## config.mk

```make
export PLATFORM = sky130hd
export DESIGN_NAME = csr_status_writer
export DESIGN_NICKNAME = d
export VERILOG_FILES = /design/src/rtl/csr_status_writer.sv
export SDC_FILE = /design/constraint.sdc
export NUM_CORES = 1
export LEC_CHECK = 0
export BUFFER_PORTS_ARGS = -buffer_cell sky130_fd_sc_hd__buf_2
export CAP_MARGIN = 5
export CORE_AREA = 2 2 156 158
export CTS_CLUSTER_SIZE = 16
export DETAILED_ROUTE_END_ITERATION = 8
export DIE_AREA = 0 0 158 160
export PLACE_DENSITY_LB_ADDON = 0.15
export SLEW_MARGIN = 10
export SYNTH_ARGS = -nofsm -noshare
export SYNTH_HDL_FRONTEND = slang
export SYNTH_SLANG_ARGS = --single-unit
```

## constraint.sdc

```tcl
create_clock -name clk -period 6.2 [get_ports clk]
set_clock_uncertainty 0.2 [all_clocks]
set_input_delay 0.31 -clock clk [delete_from_list [all_inputs] [get_ports clk]]
set_output_delay 0.31 -clock clk [all_outputs]
set_load 0.01 [all_outputs]
```

## src/rtl/csr_status_writer.sv

```systemverilog
// Read-modify-write initiator for mstatus / mstatush / sstatus with a valid/ready request and response.
// Optional post-write readback of the register image is enabled by STATUS_WRITE_READBACK_EN.
module csr_status_writer #(
  parameter int XLEN        = 64,
  parameter int S_SUPPORTED = 1,
  parameter int U_SUPPORTED = 1
) (
  input  logic            clk,
  input  logic            reset,
  input  logic            req_valid,
  output logic            req_ready,
  input  logic [1:0]      req_op,
  input  logic [1:0]      req_sel,
  input  logic [XLEN-1:0] req_operand,
  input  logic [1:0]      PrivilegeModeW,
  input  logic            StallW,
  input  logic            TrapM,
  input  logic            mretM,
  input  logic            sretM,
  input  logic [XLEN-1:0] MSTATUS_REGW,
  input  logic [XLEN-1:0] MSTATUSH_REGW,
  input  logic [XLEN-1:0] SSTATUS_REGW,
  output logic            WriteMSTATUSM,
  output logic            WriteMSTATUSHM,
  output logic            WriteSSTATUSM,
  output logic [XLEN-1:0] CSRWriteValM,
  output logic            rsp_valid,
  input  logic            rsp_ready,
  output logic [XLEN-1:0] rsp_rdata,
  output logic            rsp_err
`ifdef STATUS_WRITE_READBACK_EN
  ,
  output logic [XLEN-1:0] rsp_newdata,
  output logic            rsp_legalized
`endif
);

`ifdef STATUS_WRITE_READBACK_EN
  typedef enum logic [1:0] {IDLE, ISSUE, RESP, CHECK} state_t;
  logic [XLEN-1:0] wval_q;
`else
  typedef enum logic [1:0] {IDLE, ISSUE, RESP} state_t;
`endif

  state_t          state;
  logic [1:0]      op_q, sel_q, priv_q;
  logic [XLEN-1:0] operand_q;
  logic [XLEN-1:0] old_val, new_val;
  logic            legal, blocked, commit, do_write;
  logic            priv_m, priv_s_ok, priv_known;

  always_comb begin
    old_val = '0;
    case (sel_q)
      2'b00:   old_val = MSTATUS_REGW;
      2'b01:   old_val = MSTATUSH_REGW;
      2'b10:   old_val = SSTATUS_REGW;
      default: old_val = '0;
    endcase
  end

  always_comb begin
    priv_m     = (priv_q == 2'b11);
    priv_s_ok  = priv_m || ((priv_q == 2'b01) && (S_SUPPORTED != 0));
    priv_known = priv_s_ok || ((priv_q == 2'b00) && (U_SUPPORTED != 0));
    legal      = 1'b0;
    case (sel_q)
      2'b00:   legal = priv_m;
      2'b01:   legal = (XLEN != 64) && priv_m;
      2'b10:   legal = (S_SUPPORTED != 0) && priv_s_ok;
      default: legal = 1'b0;
    endcase
    legal = legal && priv_known;
  end

  always_comb begin
    new_val = operand_q;
    case (op_q)
      2'b00:   new_val = operand_q;
      2'b01:   new_val = old_val | operand_q;
      2'b10:   new_val = old_val & ~operand_q;
      default: new_val = old_val;
    endcase
  end

  // Strobes are combinational so a write can only coincide with a cycle that
  // has no stall and no higher-priority status update.
  assign blocked  = StallW | TrapM | mretM | sretM;
  assign commit   = (state == ISSUE) && legal && !blocked;
  assign do_write = commit && ((op_q == 2'b00) ||
                    (((op_q == 2'b01) || (op_q == 2'b10)) && (operand_q != '0)));

  assign WriteMSTATUSM  = do_write && (sel_q == 2'b00);
  assign WriteMSTATUSHM = do_write && (sel_q == 2'b01);
  assign WriteSSTATUSM  = do_write && (sel_q == 2'b10);
  assign CSRWriteValM   = do_write ? new_val : '0;

  always_ff @(posedge clk) begin
    if (reset) begin
      state     <= IDLE;
      req_ready <= 1'b1;
      rsp_valid <= 1'b0;
      rsp_rdata <= '0;
      rsp_err   <= 1'b0;
      op_q      <= '0;
      sel_q     <= '0;
      priv_q    <= '0;
      operand_q <= '0;
`ifdef STATUS_WRITE_READBACK_EN
      wval_q        <= '0;
      rsp_newdata   <= '0;
      rsp_legalized <= 1'b0;
`endif
    end else begin
      case (state)
        IDLE: begin
          if (req_valid) begin
            op_q      <= req_op;
            sel_q     <= req_sel;
            priv_q    <= PrivilegeModeW;
            operand_q <= req_operand;
            req_ready <= 1'b0;
            state     <= ISSUE;
          end
        end
        ISSUE: begin
          if (!legal) begin
            rsp_err   <= 1'b1;
            rsp_rdata <= '0;
            rsp_valid <= 1'b1;
            state     <= RESP;
`ifdef STATUS_WRITE_READBACK_EN
            rsp_newdata   <= '0;
            rsp_legalized <= 1'b0;
`endif
          end else if (!blocked) begin
            rsp_err   <= 1'b0;
            rsp_rdata <= old_val;
`ifdef STATUS_WRITE_READBACK_EN
            if (do_write) begin
              wval_q <= new_val;
              state  <= CHECK;
            end else begin
              rsp_newdata   <= old_val;
              rsp_legalized <= 1'b0;
              rsp_valid     <= 1'b1;
              state         <= RESP;
            end
`else
            rsp_valid <= 1'b1;
            state     <= RESP;
`endif
          end
        end
`ifdef STATUS_WRITE_READBACK_EN
        CHECK: begin
          rsp_newdata   <= old_val;
          rsp_legalized <= (old_val != wval_q);
          rsp_valid     <= 1'b1;
          state         <= RESP;
        end
`endif
        RESP: begin
          if (rsp_ready) begin
            rsp_valid <= 1'b0;
            req_ready <= 1'b1;
            state     <= IDLE;
          end
        end
        default: begin
          rsp_valid <= 1'b0;
          req_ready <= 1'b1;
          state     <= IDLE;
        end
      endcase
    end
  end

endmodule
```

## Yosys cells after proc, flatten, opt, wreduce, memory -nomap -nowiden

Index checks and enable logic that the tools add are counted.

- Register bits: 139
- Input port bits: 270
- Logic and storage cells: 72

- Equality and inequality tests: 12
- Mux-type cells: 20
- Bitwise gates (word level): 8
- Reduce and logical (&&, ||, !) cells: 23

Operator list:

| operator | number |
|---|---|
| one-hot mux 64 bit (3 select lines) | 2 |
| 2-to-1 mux 64 bit | 3 |
| bitwise AND 64 bit | 1 |
| inverter 64 bit | 1 |
| bitwise OR 64 bit | 1 |
| nonzero test 64 bit | 1 |
| AND reduction 3 bit | 3 |
| equality test 2 x 1 -> 1 bit (second input constant) | 4 |
| equality test 2 bit (second input constant) | 4 |
| logical AND 1 bit | 8 |
| zero test 2 bit | 4 |
| 2-to-1 mux 2 bit | 4 |
| 2-to-1 mux 1 bit | 7 |
| inequality test 2 bit (second input constant) | 3 |
| one-hot mux 1 bit (3 select lines) | 2 |
| one-hot mux 2 bit (3 select lines) | 1 |
| logical OR 1 bit | 4 |
| AND reduction 2 bit | 2 |
| inequality test 3 bit (second input constant) | 1 |
| bitwise OR 1 bit | 3 |
| inverter 1 bit | 2 |
| one-hot mux 1 bit (2 select lines) | 1 |
| zero test 1 bit | 1 |

## Longest topological paths before layout

Gate-level depths: netlist of run 1.

- Depth after elaboration: 8
- Gate-level depth with buffers: 8
- Gate-level depth less buffers: 6

## Worst setup path after synthesis of run 1

OpenSTA, ideal clock, no wires.

- Path kind: input port to output port
- From: input port TrapM
- To: output port CSRWriteValM[12]
- Arrival time: 1772 ps
- Slack: 3918 ps
- Stages on the path: 6
- Buffers on the path: 1
- Cells stage by stage: or4_1 -> nor4_2 -> o21ai_2 -> o21bai_4 -> buf_6 -> nor2_1

- Word-level cells in the longest chain between the ends: 7

Ends and longest elaborated chain:

| item | line | text |
|---|---|---|
| start: declaration | 17 | `input logic TrapM,` |
| bitwise OR 1 bit (3 in series) | 88 | `assign blocked = StallW \| TrapM \| mretM \| sretM;` |
| zero test 1 bit | - |  |
| logical AND 1 bit | 89 | `assign commit = (state == ISSUE) && legal && !blocked;` |
| logical AND 1 bit | 90 | `assign do_write = commit && ((op_q == 2'b00) \|\|` |
| 2-to-1 mux 64 bit | 96 | `assign CSRWriteValM = do_write ? new_val : '0;` |
| end: declaration | 26 | `output logic [XLEN-1:0] CSRWriteValM,` |

Every way passes these cells.

## Worst setup path in the final report of run 1

- From: register operand_q[29]
- To: output port CSRWriteValM[13]

- Word-level cells in the longest chain between the ends: 5

Ends and longest elaborated chain:

| item | line | text |
|---|---|---|
| start: declaration | 47 | `logic [XLEN-1:0] operand_q;` |
| start signal: assignment | 121 | `operand_q <= req_operand;` |
| nonzero test 64 bit | 91 | `(((op_q == 2'b01) \|\| (op_q == 2'b10)) && (operand_q != '0)));` |
| logical AND 1 bit | 91 |  |
| logical OR 1 bit | 90 |  |
| logical AND 1 bit | 90 |  |
| 2-to-1 mux 64 bit | 96 |  |

Every way passes these cells.

==> summary.md, run 1 <==
| Metric | Value |
|---|---|
| Outcome | `finished, final reports clean` |
| Wl on met1 | `13.9 mm` |
| Root Buffer | `clkbuf_16` |
| Main synth FF type | `dfxtp_1` |
| Final Max Slew Viols | `0` |
| Logic pwr share | `18.7%` |
| Crit end category | `output pin` |
| Iteration-0 DRC Markers | `531` |
| P_int | `1.81 mW` |
| Total power density per cell area | `231 nW/um2` |
| Worst VDD drop | `0.166 mV` |
| Worst-path cell chain | `nor4_1 > nand4_1 > or4_4 > o21bai_4 > buf_4 > nor2_1 > buf_2` |
| Switch share | `around 29%` |
| Synth Cell Area | `7560 um2` |
| Number of synthesized flops with an enable pin | `0` |
| Vias in the first global route | `8,514` |
| Total track usage | `24.0%` |
| Fraction of layout cells with a size suffix above 1 | `between 30% and 40%` |
| Final setup fails | `0` |
| Syn. warnings | `0` |
| Async set-or-reset flop fraction in the synthesized netlist | `0%` |
| Area Growth Syn to Fin | `45.9%` |
| Post-Layout Inst Area | `between 10,000 and 15,000 um2` |
| Pwr Total | `between 2 and 3 mW` |
| Sequential share of power | `38.0%` |
| TritonCTS clock tree | `built` |
| Die Span Y | `160 um` |
| Hold crit path type | `input pin to flop` |
| P_leak | `4.73 nW` |
| Crit Path Class | `flop to output pin` |
| Via Count | `8,968` |
| DR top layer | `met4` |
| Cell depth of the worst setup path | `7` |
| Hold Path Depth | `5` |
| Core area | `23,800 um2` |
| #FFs+latches synth | `around 140` |
| Clk_lat worst skew | `420 ps` |
| Clk network pwr share | `43.3%` |
| Worst-Margin Slew | `1190 ps` |
| Total CTS buffers | `17` |
| Final min period | `4020 ps` |
| Buf+Inv Stages, Crit Path | `2` |
| Pre-CTS WS | `2570 ps` |
| Die Wd | `158 um` |
| DR WL met2 | `15.2 mm` |
| Clock Path Buffers | `2` |
| Max_slew headroom | `20.3%` |
| Critical-path top delay cell | `or4_4` |
| Gpl congestion | `0.774` |
| Rows | `57` |
| Hold slack | `101 ps` |
| Critical Path Fanout Max | `33` |
| First-pass iteration count of the detailed router | `5` |
| DPL Wire Length | `around 22 mm` |
| Net switching power | `0.738 mW` |
| Post-Syn Nets | `1,300` |
| Drt drc | `0` |
| CTS Sinks | `roughly 140` |
| DRT Wirelength | `approximately 32 mm` |
| Worst r2r path cells | `6` |
| Max-Cap Viols | `0` |
| Yosys cell types | `36` |
| Die area | `25,300 um2` |
| Nets | `1,709` |
| Critical Path AT | `3510 ps` |
| Ports | `slightly above 400` |
| Placed Area | `9700 um2` |
| Crit-path max cell delay | `600 ps` |
| H-tree Lvls | `4` |
| Post-Syn Instances | `1,026` |
| GR Overflow Total | `0` |
| Antenna-violating nets left | `0` |
| Unrepaired setup endpoints after global routing | `false` |
| Delay-heaviest family, CP | `simple AND/OR/NAND/NOR gates` |
| Crit share post-route | `64.8%` |
| Critical Path RT | `5690 ps` |
| Final worst setup slack | `2180 ps` |
| Largest net degree at the start of global routing | `72` |
| Highest Clock Rate | `249 MHz` |
| WL per Instance | `around 18 um` |
| Vias/cell | `5.06` |
| Critical Path Source Type | `flop` |
| Final hold vios | `0` |
| Antenna violations before repair | `2` |
| Clock Pin Slew Worst Setup and Hold Paths | `60 ps` |
| IO buf count | `402` |
| Layout filler cell count | `2,518` |
| First-pass GRT wire length | `47.4 mm` |
| Register area share after synthesis | `36.8%` |
| Post-Syn Area per Cell | `7.37 um2` |
| WL met3 | `a little under 2 mm` |
| Setup TNS | `0 ps` |
| Initial Util | `31.7%` |
[Yosys cell counts, types with 2 or more instances]
cell / instances / area share, %
nand2_1: 206 / 10
dfxtp_1: 139 / 37
o21ai_0: 128 / 8.5
a22oi_1: 127 / 13
nor2_1: 105 / 5.2
a21oi_1: 76 / 5.0
clkbuf_1: 65 / 3.2
mux2i_1: 64 / 8.5
buf_2: 21 / 1.4
nor2_2: 20 / 1.7
nor4_1: 17 / 1.4
nor3_1: 14 / 0.93
buf_6: 5 / 0.74
inv_1: 5 / 0.25
ha_1: 4 / 0.66
nand4_1: 4 / 0.33
nand2b_1: 3 / 0.25
buf_4: 2 / 0.20
nand3b_1: 2 / 0.20
nor2b_1: 2 / 0.17
or2_2: 2 / 0.17
[power by group through the flow]
stage	clock network, mW	registers [mW]	logic, mW
5_1_grt	1.17	0.974	0.526
4_1_cts	1.12	0.968	0.478
2_1_floorplan	0	0.969	0.267
3_3_place_gp	0	0.987	0.442
6_report	1.10	0.968	0.475
3_5_place_dp	0	0.988	0.440
[per-layer routing]
metal  global-route usage (%)  vias up
met5                        0        -
met4                     7.62        0
met3                     4.29       34
met2                     40.6      356
met1                     31.0     4148
li1                         -     4430
[cells in the final DEF, fill, tap and decap left out, drive strengths merged, types with 2 or more instances in the layout]
| cell type | Yosys | final |
|---|---|---|
| buf | 29 | 413 |
| nand2 | 206 | 206 |
| dfxtp | 139 | 139 |
| o21ai | 130 | 130 |
| a22oi | 127 | 127 |
| nor2 | 125 | 125 |
| a21oi | 76 | 76 |
| dlygate4sd3 | 0 | 71 |
| mux2i | 64 | 64 |
| clkbuf | 65 | 20 |
| nor4 | 18 | 18 |
| nor3 | 14 | 14 |
| inv | 5 | 10 |
| nand4 | 4 | 4 |
| ha | 4 | 4 |
| bufinv | 0 | 4 |
| nand2b | 3 | 3 |
| clkinv | 1 | 3 |
| diode | 0 | 2 |
| or2 | 2 | 2 |
| nand3b | 2 | 2 |
| nor2b | 2 | 2 |
| o21bai | 2 | 2 |
| or4 | 2 | 2 |
[final timing paths]
check	start	to	slack, ps
worst max-delay path	operand_q[29]	CSRWriteValM[13]	2180
worst min-delay path	SSTATUS_REGW[3]	rsp_rdata[3]	100
worst max register to register	sel_q[1]	rsp_rdata[56]	3150
worst min register to register	priv_q[0]	priv_q[0]	260
[kinds of logic (layout without fill, tap and decap cells)]
logic type / after synthesis / after routing / synth area share, %
AOI/OAI and AO/OA: 339 / 339 / 27.1
adders and majority gates: 4 / 4 / 0.662
and+or+nand+nor: 379 / 379 / 21.1
DFF: 139 / 139 / 36.8
other: 1 / 3 / 0.0496
buffers and inverters: 100 / 522 / 5.91
muxes: 64 / 64 / 8.47
[flip-flops by register name, indices dropped and copies added (netlist names)]
name and flops:
rsp_err 1, sel_q 2, rsp_valid 1, req_ready 1, state 2, rsp_rdata 64
op_q 2, operand_q 64, priv_q 2
[worst reg2reg max path: stages, from the launching register on]
cell,delay [ps]
dfxtp_2,700
nor2_1,200
or2_2,370
o21ai_4,660
buf_4,570
a22oi_1,150
nor2_1,130
[stage by stage]
step / std cells / utilization [%]
after floorplan: 1026 / -
after global placement: 1669 / 40.7
after detailed placement: 1669 / 40.7
after CTS: 1772 / 46.3
after global routing: 1774 / 46.3
final: 1774 / 46.3
[area by class of cell]
| class | count | area, um2 | share of cell area [%] |
|---|---|---|---|
| diodes | 2 | 5.00 | 0.0454 |
| clock buffers | 20 | 437 | 3.96 |
| well taps | 324 | 405 | 3.67 |
| repair buffers | 484 | 2810 | 25.4 |
| inverters | 6 | 22.5 | 0.204 |
| clock inverters | 12 | 185 | 1.68 |
| flip-flops and latches | 139 | 2790 | 25.3 |
| multi-input cells | 787 | 4390 | 39.7 |
[what timing repair did]
action	4_1_cts	5_1_grt
endpoints found under the setup margin	0	0
hold endpoints to repair	72	0
resized for setup	0	0
setup buffers	0	0
hold buffers	71	0
Note: power is estimated with default switching activity, not from simulation.
==> run 2: changes to the inputs <==
clock period = 3.4 ns   (was 6.2 ns; I/O delays follow)
==> run 2 against run 1 <==
First-iteration DRC count rose by 14%. Sequential power rose by 82%. Via count rose by 2.2%. Critical endpoint is now CSRWriteValM[0].
==> summary.md, run 2 (synthesized netlist as in run 1, its figures left out) <==
| Metric | Value |
|---|---|
| Outcome | `finished, final reports clean` |
| Final hold vios | `0` |
| Rows | `57` |
| Clk_lat worst skew | `420 ps` |
| Worst-path cell chain | `nor4_1 > nand4_1 > or4_4 > o21bai_4 > buf_4 > nor2_1 > buf_2` |
| Via Count | `9,169` |
| Total track usage | `~25%` |
| DR top layer | `met5` |
| Crit-path max cell delay | `570 ps` |
| WL met3 | `1.86 mm` |
| TritonCTS clock tree | `built` |
| Nets | `1,768` |
| Die area | `25,300 um2` |
| Most frequent cells in the layout | `buf_2 (401), nand2_1 (206), dfxtp_1 (137)` |
| Max_slew headroom | `a little under two fifths` |
| Final Max Slew Viols | `0` |
| Final min period | `3260 ps` |
| Pwr Total | `4.81 mW` |
| Max-Cap Viols | `0` |
| Gpl congestion | `0.793` |
| DR WL met2 | `16.1 mm` |
| P_leak | `5.04 nW` |
| Delay-heaviest family, CP | `simple AND/OR/NAND/NOR gates` |
| Core area | `23,800 um2` |
| Die Wd | `158 um` |
| Vias in the first global route | `8,906` |
| Final setup fails | `0` |
| Buf+Inv Stages, Crit Path | `2` |
| Worst-Margin Slew | `947 ps` |
| Total CTS buffers | `17` |
| Antenna-violating nets left | `0` |
| Initial Util | `31.7%` |
| Die Span Y | `160 um` |
| Largest regs | `operand_q: 64 flops, rsp_rdata: 64 flops` |
| Antenna violations before repair | `2` |
| Critical Path AT | `between 2000 and 3000 ps` |
| Root Buffer | `clkbuf_16` |
| Post-CTS setup buffers | `0` |
| Area Growth Syn to Fin | `54.5%` |
| Highest Clock Rate | `306 MHz` |
| Post-Place Cells | `1,686` |
| Crit share post-route | `96.0%` |
| Placed Area | `9890 um2` |
| Clock Path Buffers | `2` |
| Fraction of layout cells with a size suffix above 1 | `32.9%` |
| Non-Filler Instances | `1,830` |
| Critical Path Source Type | `flop` |
| Largest net degree at the start of global routing | `81` |
| Worst VDD drop | `0.244 mV` |
| IO buf count | `402` |
| Setup TNS | `0 ps` |
| Ports | `404` |
| DPL Wire Length | `about 23 mm` |
| Hold crit path type | `input pin to flop` |
| Critical Path RT | `just over 3000 ps` |
| Layout filler cell count | `2,463` |
| Drt drc | `0` |
| GR Overflow Total | `0` |
| Crit Path Class | `flop to output pin` |
| Vias/cell | `5.01` |
| DRT Wirelength | `32.6 mm` |
| First-pass GRT wire length | `49.1 mm` |
| Total power density per cell area | `between 400 and 500 nW/um2` |
| Leading cell type in the layout, fill and taps excluded | `buf_2` |
| First-pass iteration count of the detailed router | `5` |
| Wl on met1 | `13.9 mm` |
| CTS Sinks | `139` |
| H-tree Lvls | `4` |
| Clock Pin Slew Worst Setup and Hold Paths | `around 60 ps` |
| Post-Layout Inst Area | `11,700 um2` |
| Final Util | `roughly half` |
| Crit end category | `output pin` |
| WL per Instance | `17.8 um` |
| Iteration-0 DRC Markers | `between 600 and 700` |
| Critical-path top delay cell | `or4_4` |
| Unrepaired setup endpoints after global routing | `false` |
| Critical Path Fanout Max | `22` |
==> run 2: path summary, 6_finish.rpt <==
kind,startpoint,end,slack [ps],depth (start not counted)
setup reg to reg,sel_q[0],rsp_rdata[28],800,6
hold / removal,SSTATUS_REGW[29],rsp_rdata[29],9,5
hold reg to reg,priv_q[0],priv_q[0],260,2
setup / recovery,operand_q[17],CSRWriteValM[0],140,7
==> run 2: timing repair <==
item                       4_1_cts  5_1_grt
hold endpoints to repair       115        0
setup endpoints to repair        0        6
hold buffers                   113        0
resized for setup                0        1
==> run 2: per-layer routing <==
layer  up-vias  global-route usage [%]
met5         -                       0
met2       340                    43.7
met4         2                    7.90
met1      4240                    31.1
li1       4546                       -
met3        41                    3.69
==> run 2: worst min-delay path: cells and delay by family <==
family                 cells  cell delay, ps
buffers and inverters      1              70
and+or+nand+nor            2             100
AOI/OAI and AO/OA          2             250
==> run 2: power by group <==
group	switching, mW	internal (mW)	total, mW
clock network	0.748	1.36	2.11
registers	0.0676	1.69	1.76
logic	0.528	0.422	0.950
total	1.34	3.47	4.81
==> run 2: per-stage QoR <==
stage / setup WS, ps / hold WS (ps)
global placement: 555 / 210
detailed placement: 525 / 211
floorplan: 1270 / 106
global route: 8.12 / 67.7
finish: 136 / 8.51
CTS: 62.8 / 5.17
==> run 2: cell type report <==
class                   instances  area, um2  share of cell area, %
repair buffers                543       3420                   29.3
inverters                       6       22.5                  0.193
multi-input cells             787       4390                   37.6
flip-flops and latches        139       2790                   23.9
clock inverters                10        189                   1.62
diodes                          1       2.50                 0.0214
clock buffers                  20        468                   4.00
well taps                     324        405                   3.47
==> run 3: changes to the inputs <==
clock period = 3.9 ns   (was 3.4 ns; I/O delays follow)
==> run 3 against run 2 <==
Largest cell class unchanged. Sequential power shrank 13%. Total power shrank 16%. Hold slack gained 4.3 ps. Critical path depth is the same. Wire length shrank 1.9%. Largest power group unchanged. Clock power shrank 19%. First-iteration DRC count grew 11%.
==> summary.md, run 3 (synthesized netlist as in run 1, its figures left out) <==
| Metric | Value |
|---|---|
| Hold crit path type | `input pin to flop` |
| Post-Layout Inst Area | `11,400 um2` |
| Most frequent cells in the layout | `buf_2 (401), nand2_1 (206), dfxtp_1 (137)` |
| Crit share post-route | `between 80% and 90%` |
| Core area | `23,800 um2` |
| Drt drc | `0` |
| Max_slew headroom | `36.4%` |
| GRT met2 Usage | `42.2%` |
| P_leak | `approximately 5 nW` |
| RR Startpoint | `sel_q[0]` |
| Clk_lat worst skew | `420 ps` |
| DPL Wire Length | `22.5 mm` |
| Unrepaired setup endpoints after global routing | `false` |
| CTS Sinks | `about 140` |
| Hold_buf cts | `95` |
| Layout filler cell count | `2,471` |
| Root Buffer | `clkbuf_16` |
| Hold Path End | `rsp_rdata[14]` |
| Gpl congestion | `~0.8` |
| Worst r2r path cells | `6` |
| Leading cell type in the layout, fill and taps excluded | `buf_2` |
| Antenna violations before repair | `1` |
| R2R Setup Slk | `1530 ps` |
| First-pass GRT wire length | `47.8 mm` |
| Fraction of layout cells with a size suffix above 1 | `between 30% and 40%` |
| Clock Pin Slew Worst Setup and Hold Paths | `70 ps` |
| Final hold vios | `0` |
| Critical Path Fanout Max | `28` |
| Antenna-violating nets left | `0` |
| Via Count | `9,078` |
| Met1 Resource Use GR | `30.6%` |
| Final setup fails | `0` |
| # resized after CTS | `0` |
| Post-CTS setup buffers | `0` |
| Nets | `1,744` |
| Rows | `between 50 and 60` |
| Placed Area | `a little under 10,000 um2` |
| Outcome | `finished, final reports clean` |
| Hold Path Depth | `5` |
| Clock Path Buffers | `2` |
| Die Wd | `158 um` |
| Worst r2r dst | `rsp_rdata[22]` |
| Ports | `404` |
| GR peak layer | `met2` |
| Critical Path RT | `about 3500 ps` |
| Setup TNS | `0 ps` |
| Crit end category | `output pin` |
| Total power density per cell area | `354 nW/um2` |
| IO buf count | `about 400` |
| Total track usage | `24.2%` |
| Die Span Y | `160 um` |
| Iteration-0 DRC Markers | `673` |
| Final min period | `approximately 3500 ps` |
| Critical Path AT | `around 3100 ps` |
| Largest regs | `operand_q: 64 flops, rsp_rdata: 64 flops` |
| First-pass iteration count of the detailed router | `5` |
| Initial Util | `between 30% and 40%` |
| Final Max Slew Viols | `0` |
| H-tree Lvls | `4` |
| M3 GR Usage | `about 4.7%` |
| DRT Wirelength | `32.0 mm` |
| Total CTS buffers | `17` |
| Worst-Margin Slew | `about 950 ps` |
| WL per Instance | `17.7 um` |
| Highest Clock Rate | `289 MHz` |
| Crit Path Class | `flop to output pin` |
| Area Growth Syn to Fin | `50.3%` |
| Die area | `25,300 um2` |
| Vias/cell | `5.02` |
| Vias in the first global route | `8,729` |
| Worst VDD drop | `approximately 0.22 mV` |
| GR Overflow Total | `0` |
| Worst Hold Launch | `SSTATUS_REGW[14]` |
| Largest net degree at the start of global routing | `79` |
| Critical Path Source Type | `flop` |
| TritonCTS clock tree | `built` |
| Max-Cap Viols | `0` |
==> run 3: cell count changes in the layout (fill, tap and decap cells not counted), sizes merged, moves of 2 or more <==
cell | before | now
dlygate4sd3 | 113 | 95
inv | 6 | 9
clkinvlp | 1 | 4
bufinv | 5 | 3
buf | 430 | 424
==> run 3: critical path, stage by stage (launching register included) <==
cell,delay [ps]
dfxtp_1,340
nor4_1,500
nand4_1,320
or4_4,630
o21bai_4,130
buf_4,430
nor2_1,110
buf_2,160
==> run 3: worst max path at each step <==
stage / startpoint / end / slack [ps] / cells after the start
finish: operand_q[29] / CSRWriteValM[13] / 440 / 7
global route: op_q[0] / CSRWriteValM[17] / 330 / 7
CTS: operand_q[29] / CSRWriteValM[13] / 390 / 7
detailed placement: operand_q[29] / CSRWriteValM[13] / 860 / 7
global placement: operand_q[29] / CSRWriteValM[18] / 860 / 7
floorplan: op_q[0] / CSRWriteValM[20] / 1750 / 7
==> run 3: power breakdown <==
group / internal (mW) / switching [mW] / total, mW
logic: 0.347 / 0.451 / 0.798
clock network: 1.03 / 0.672 / 1.70
registers: 1.47 / 0.0564 / 1.53
==> run 3: per-layer routing <==
layer / vias up / wire length, um / share of wire (%)
met5: - / 0 / 0
met4: 0 / 449 / 1.4
met3: 31 / 1770 / 5.5
met2: 340 / 15900 / 50
met1: 4205 / 13900 / 43
li1: 4502 / - / -
==> run 3: final cells by class <==
cell class                 instances  area, um2  share of cell area (%)
inverter                           6       22.5                   0.198
antenna                            1       2.50                  0.0220
clock inverter                    13        165                    1.45
clock buffer                      19        443                    3.90
sequential                       139       2790                    24.5
multi-input combinational        787       4390                    38.6
tap                              324        405                    3.57
timing repair buffer             519       3160                    27.8
==> run 3: per-stage QoR <==
| stage | util (%) | power (mW) | hold slack, ps | cells | setup WS [ps] |
|---|---|---|---|---|---|
| floorplan | - | 1.97 | 131 | 1026 | 1750 |
| detailed placement | 41.2 | 2.28 | 241 | 1680 | 859 |
| finish | 47.7 | 4.03 | 12.9 | 1808 | 441 |
| CTS | 47.7 | 4.06 | 0.746 | 1807 | 388 |
| global route | 47.7 | 4.21 | 29.2 | 1808 | 328 |
| global placement | 41.2 | 2.28 | 236 | 1680 | 865 |
